<file path="config.mk">
export PLATFORM = sky130hd
export DESIGN_NAME = div_arb
export DESIGN_NICKNAME = d
export VERILOG_FILES = /design/src/rtl/div_arb.sv
export SDC_FILE = /design/constraint.sdc
export NUM_CORES = 1
export LEC_CHECK = 0
export ABC_AREA = 1
export CAP_MARGIN = 10
export CORE_MARGIN = 2
export CORE_UTILIZATION = 39
export CTS_CLUSTER_DIAMETER = 60
export DETAILED_ROUTE_END_ITERATION = 7
export GPL_TIMING_DRIVEN = 0
export PLACE_DENSITY = 0.81
export SLEW_MARGIN = 15
export SYNTH_ARGS = -nofsm -noshare
export SYNTH_HDL_FRONTEND = slang
export SYNTH_SLANG_ARGS = --single-unit
</file>
<file path="constraint.sdc">
create_clock -name clk -period 1.7 [get_ports clk]
set_clock_uncertainty 0.05 [all_clocks]
set_input_delay 0.255 -clock clk [delete_from_list [all_inputs] [get_ports clk]]
set_output_delay 0.255 -clock clk [all_outputs]
set_load 0.005 [all_outputs]
</file>
<file path="src/rtl/div_arb.sv">
`default_nettype none
// ============================================================================
// Module   : div_arb
// Purpose  : Two-port arbiter and sequencer for the shared multi-cycle EX
//            divider. Grants one requester at a time, drives the divider's
//            start/annul/sign/operand inputs, captures the 64-bit result and
//            always returns the divider to its free state (RELEASE after a
//            completion, DRAIN after a flush) before the next issue.
// Ports    : clk, rst (async, active-low)
//            req{0,1}_i, sign{0,1}_i, op1_{0,1}_i, op2_{0,1}_i, flush{0,1}_i
//                                       - requester side (port 0 = EX pipe)
//            stall{0,1}_o (comb), done{0,1}_o, result_o {rem, quot}
//            div_start_o, div_annul_o, div_sign_o, div_op1_o, div_op2_o,
//            div_result_i, div_ready_i  - divider side
//            busy_o                     - state is not IDLE
// Options  : DIV_ZERO_BYPASS_EN - answer divide-by-zero locally (result 0)
//            through a one-cycle ZERO state, never starting the divider.
// Revision : 1.0 - initial release
// ============================================================================
module div_arb #(
  parameter int ARB_MODE  = 0,  // 0 = round-robin, 1 = fixed priority port 0
  parameter int RR_INIT   = 0,  // port favoured first after reset
  parameter int DRAIN_CYC = 2   // annul cycles after a flush (>= 2)
) (
  input  logic        clk,
  input  logic        rst,
  input  logic        req0_i,
  input  logic        req1_i,
  input  logic        sign0_i,
  input  logic        sign1_i,
  input  logic [31:0] op1_0_i,
  input  logic [31:0] op2_0_i,
  input  logic [31:0] op1_1_i,
  input  logic [31:0] op2_1_i,
  input  logic        flush0_i,
  input  logic        flush1_i,
  output logic        stall0_o,
  output logic        stall1_o,
  output logic        done0_o,
  output logic        done1_o,
  output logic [63:0] result_o,
  output logic        div_start_o,
  output logic        div_annul_o,
  output logic        div_sign_o,
  output logic [31:0] div_op1_o,
  output logic [31:0] div_op2_o,
  input  logic [63:0] div_result_i,
  input  logic        div_ready_i,
  output logic        busy_o
);

  // Counter only ever holds DRAIN_CYC-1 down to 0.
  localparam int CW = (DRAIN_CYC < 2) ? 1 : $clog2(DRAIN_CYC);

  typedef enum logic [2:0] {
    S_IDLE    = 3'd0,
    S_BUSY    = 3'd1,
    S_RELEASE = 3'd2,
    S_DRAIN   = 3'd3,
    S_ZERO    = 3'd4
  } state_t;

  state_t        state_q, state_d;
  logic          owner_q, owner_d;
  logic          ptr_q, ptr_d;
  logic [CW-1:0] cnt_q, cnt_d;
  logic          start_q, start_d;
  logic          annul_q, annul_d;
  logic          sign_q, sign_d;
  logic [31:0]   op1_q, op1_d;
  logic [31:0]   op2_q, op2_d;
  logic          done0_q, done0_d;
  logic          done1_q, done1_d;
  logic [63:0]   result_q, result_d;
  logic          busy_q;

  // Arbitration candidates: a flushed port is invisible to the arbiter.
  logic        v0, v1, gnt1;
  logic        own_req, own_flush;
  logic        sel_sign;
  logic [31:0] sel_op1, sel_op2;

  assign v0   = req0_i & ~flush0_i;
  assign v1   = req1_i & ~flush1_i;
  // Port 1 wins when alone, or on a tie only in round-robin with pointer on 1.
  assign gnt1 = (ARB_MODE == 1) ? (v1 & ~v0) : (v1 & (~v0 | ptr_q));

  assign sel_sign = gnt1 ? sign1_i : sign0_i;
  assign sel_op1  = gnt1 ? op1_1_i : op1_0_i;
  assign sel_op2  = gnt1 ? op2_1_i : op2_0_i;

  assign own_req   = owner_q ? req1_i   : req0_i;
  assign own_flush = owner_q ? flush1_i : flush0_i;

  always_comb begin
    state_d  = state_q;
    owner_d  = owner_q;
    ptr_d    = ptr_q;
    cnt_d    = cnt_q;
    start_d  = start_q;
    annul_d  = annul_q;
    sign_d   = sign_q;
    op1_d    = op1_q;
    op2_d    = op2_q;
    done0_d  = 1'b0;
    done1_d  = 1'b0;
    result_d = result_q;

    case (state_q)
      S_IDLE: begin
        start_d = 1'b0;
        annul_d = 1'b0;
        if (v0 | v1) begin
          owner_d = gnt1;
          ptr_d   = ~gnt1;
          sign_d  = sel_sign;
          op1_d   = sel_op1;
          op2_d   = sel_op2;
`ifdef DIV_ZERO_BYPASS_EN
          if (sel_op2 == 32'd0) begin
            state_d = S_ZERO;
          end else begin
            start_d = 1'b1;
            state_d = S_BUSY;
          end
`else
          start_d = 1'b1;
          state_d = S_BUSY;
`endif
        end
      end

      S_BUSY: begin
        // Abandonment takes precedence over a same-cycle ready.
        if (own_flush | ~own_req) begin
          start_d = 1'b0;
          annul_d = 1'b1;
          cnt_d   = CW'(DRAIN_CYC - 1);
          state_d = S_DRAIN;
        end else if (div_ready_i) begin
          start_d  = 1'b0;
          result_d = div_result_i;
          done0_d  = ~owner_q;
          done1_d  = owner_q;
          state_d  = S_RELEASE;
        end
      end

      // One cycle with start low lets the divider fall back to free.
      S_RELEASE: begin
        start_d = 1'b0;
        state_d = S_IDLE;
      end

      S_DRAIN: begin
        start_d = 1'b0;
        if (cnt_q == '0) begin
          annul_d = 1'b0;
          state_d = S_IDLE;
        end else begin
          annul_d = 1'b1;
          cnt_d   = cnt_q - CW'(1);
        end
      end

      // Locally answered divide-by-zero; the divider was never started.
      // Passing through RELEASE keeps the held request from re-arbitrating
      // during the done cycle.
      S_ZERO: begin
        start_d = 1'b0;
        if (own_flush | ~own_req) begin
          state_d = S_IDLE;
        end else begin
          result_d = 64'd0;
          done0_d  = ~owner_q;
          done1_d  = owner_q;
          state_d  = S_RELEASE;
        end
      end

      default: begin
        start_d = 1'b0;
        annul_d = 1'b0;
        state_d = S_IDLE;
      end
    endcase
  end

  always_ff @(posedge clk or negedge rst) begin
    if (!rst) begin
      state_q  <= S_IDLE;
      owner_q  <= 1'b0;
      ptr_q    <= (RR_INIT != 0);
      cnt_q    <= '0;
      start_q  <= 1'b0;
      annul_q  <= 1'b0;
      sign_q   <= 1'b0;
      op1_q    <= 32'd0;
      op2_q    <= 32'd0;
      done0_q  <= 1'b0;
      done1_q  <= 1'b0;
      result_q <= 64'd0;
      busy_q   <= 1'b0;
    end else begin
      state_q  <= state_d;
      owner_q  <= owner_d;
      ptr_q    <= ptr_d;
      cnt_q    <= cnt_d;
      start_q  <= start_d;
      annul_q  <= annul_d;
      sign_q   <= sign_d;
      op1_q    <= op1_d;
      op2_q    <= op2_d;
      done0_q  <= done0_d;
      done1_q  <= done1_d;
      result_q <= result_d;
      busy_q   <= (state_d != S_IDLE);
    end
  end

  assign stall0_o    = req0_i & ~done0_q & ~flush0_i;
  assign stall1_o    = req1_i & ~done1_q & ~flush1_i;
  assign done0_o     = done0_q;
  assign done1_o     = done1_q;
  assign result_o    = result_q;
  assign div_start_o = start_q;
  assign div_annul_o = annul_q;
  assign div_sign_o  = sign_q;
  assign div_op1_o   = op1_q;
  assign div_op2_o   = op2_q;
  assign busy_o      = busy_q;

endmodule
`default_nettype wire

</file>
==> impl_results.md <==
- Register-to-register setup slack: roughly 0.11 ns
- CTS Sinks: 140
- Die W: 130 µm
- Routed WL: roughly 21000 µm
- FF+latch count, synth: 140
- Fin. Hold Viols: 0
- Status: finished clean
- All-Layer GR Usage: 24.8%
- Asr flop ratio synth: 100%
- First-pass GRT wire length: 32500 µm
- Critical path, cell by cell: clkdlybuf4s50_1
- Vias in the first global route: 6386
- Drt pass-1 iters: 5
- Synth warn: 0
- Post-layout nets: 1270
- Core area: approximately 16000 µm²
- RSZ-0062 raised after global routing: false
- Final GP Congestion: 0.809
- Fmax: 0.604 GHz
- Num ports: 337
- Layout cells sized above 1: 8.87%
- Port bufs: 336
- Die Height: roughly 130 µm
- Worst hold path type: in2async
- Peak supply drop: 748 µV
- Fin worst setup slack: between 0.04 and 0.05 ns
- EDFF count, synth: 0
- Mapped Cells: 712
- Ys flop type: dfrtp_1
- Worst r2r dst: div_op1_o[10]
- Maximum root-to-sink buffer count: 2
- Mapped cell area: 6180 µm²
- Diode count: 0
- Clock root cell: clkbuf_16
- Top Usage Layer GRT: met2
- CP Max Fanout: 2
- Post-synthesis sequential area ratio: 56.7%
- Met2 Use GR: between 40 and 50%
- Slew Viols, Final: 0
- Data arrival, critical path: 1.35 ns
- Final Setup Violations: 0
- Synth unique cells: 23
- WS Path Type: reg2out
- Post-DP HPWL: 16000 µm
- Leakage power: 0.00491 µW
- Num rows: 46
- Slew @ Worst Pin: 0.530 ns
- Clock slew at reported path FFs: 0.06 ns
- H-tree depth: 4
- Worst skew pair latency: approximately 0.4 ns
- Tmin final: 1.65 ns
- GR Layer Usage met1: 28.6%
- Cell depth of the worst flop-to-flop path: 6
- Final Core Density: 66.6%
- Largest net degree at the start of global routing: slightly below 80
- Delay-heaviest family, CP: buffers and inverters
- Setup crit end kind: output pin
- Post-CTS setup buffer count: 0
- Die Area: 16900 µm²
- Vias after detailed routing: 6424
- CTS buffer count: 17
- Routing usage on met3: 7.87%
- Most common cell after layout, fill and taps aside: clkdlybuf4s50_1
- Max incr delay on CP: a little under 0.6 ns
- Crit-path slowest cell: clkdlybuf4s50_1
- Avg Inst Size Synth: 8.68 µm²
- Max-Cap Viols: 0
- Worst path depth: 1
- Final period util: a little over nine tenths
- Vias per cell: 4.95
- DR iter-0 viols: 329
- Routed len/inst: 16.4 µm
- Initial Utilization: 39.5%
- Worst EP required: between 1 and 1.5 ns
- Post-place setup slack: -0.391 ns
- Setup_tns: 0 ns
- Critical path startpoint category: flop
- Most frequent cells in the layout: clkdlybuf4s50_1 (332), nand2_1 (275), dfrtp_1 (140)
- CTS tree: done
- Dpl cells: 1265
- Slew headroom: 64.6%
- Post-synth net total: 913
- Cell Count, Final, Fillers Out: 1298
- Initial antenna violation count: 0
- Power Density: 1410 nW/µm²
- Final ANT Viol Nets: 0
- Residual DRC: 0
- Congestion Overflow GR: 0
- P&R area growth vs syn: 68.7%
- CP bufs+invs: 1
- Worst r2r src: state_q[0]
## what timing repair did
item	CTS	global route
endpoints found under the setup margin	11	34
resized for setup	4	12
hold buffers	1	0
endpoints found under the hold margin	63	0
## registers in the layout (all words and copies together) (netlist names)
signal	flops
owner_q	1
div_sign_o	1
div_start_o	1
ptr_q	1
busy_o	1
div_op2_o	32
cnt_q	1
result_o	64
div_annul_o	1
div_op1_o	32
done1_o	1
state_q	3
done0_o	1
## worst max path at each step
stage | from | endpoint | slack (ns)
after floorplan | state_q[0] | div_op1_o[10] | 0.32
after global placement | rst | div_op1_o[16] | -5.46
after detailed placement | flush1_i | div_op1_o[29] | -0.39
after CTS | state_q[0] | div_op1_o[29] | 0.02
after global routing | owner_q | result_o[33] | 0.004
final | div_op2_o[5] | div_op2_o[5] | 0.05
## synth_stat cells (3+ instances only)
| cell | instances | share of area [%] |
|---|---|---|
| buf_6 | 9 | 1.6 |
| inv_2 | 4 | 0.24 |
| inv_1 | 12 | 0.73 |
| a21oi_1 | 3 | 0.24 |
| nor3_1 | 3 | 0.24 |
| nand2_1 | 276 | 17 |
| nand3_1 | 135 | 11 |
| buf_4 | 11 | 1.3 |
| nand4_1 | 65 | 6.6 |
| clkbuf_1 | 8 | 0.49 |
| buf_2 | 25 | 2.0 |
| dfrtp_1 | 140 | 57 |
| nor2_1 | 8 | 0.49 |
## power breakdown
group,total [µW],leakage [µW],internal (µW),switching (µW)
combinational,6020,0.00281,3370,2650
clock,3420,0.000267,1950,1470
sequential,5250,0.00183,4550,702
## per-layer routing
metal / part of all wire [%] / wire (µm) / up-vias
li1: - / - / 3093
met1: 38 / 8030 / 3032
met2: 51 / 10700 / 267
met3: 9.3 / 1980 / 32
met4: 2.4 / 503 / 0
met5: 0 / 0 / -
## stage by stage
step           hold slack, ns  instance area (µm²)  power (µW)
6_report                0.335                10400       14700
5_1_grt                 0.351                10400       15600
4_1_cts                 0.333                10400       14800
3_5_place_dp            0.190                 9840       11300
3_3_place_gp            0.402                 9810       11200
2_1_floorplan         -0.0906                 6180        7600
## layout make-up
type,count,area (µm²)
multi-input cells,502,2280
clock buffers,19,453
flip-flops and latches,140,3500
repair buffers,338,3410
clock inverters,13,93.8
inverters,16,60.1
plain buffers,54,357
fillers,1296,5230
well taps,216,270
## cell families after synthesis
family / after synthesis / synth area share, %
buffers and inverters: 70 / 6.52
other: 1 / 0.0607
DFF: 140 / 56.7
and+or+nand+nor: 494 / 36.0
AOI/OAI and AO/OA: 7 / 0.668
Power figures use the tool's default switching activity.
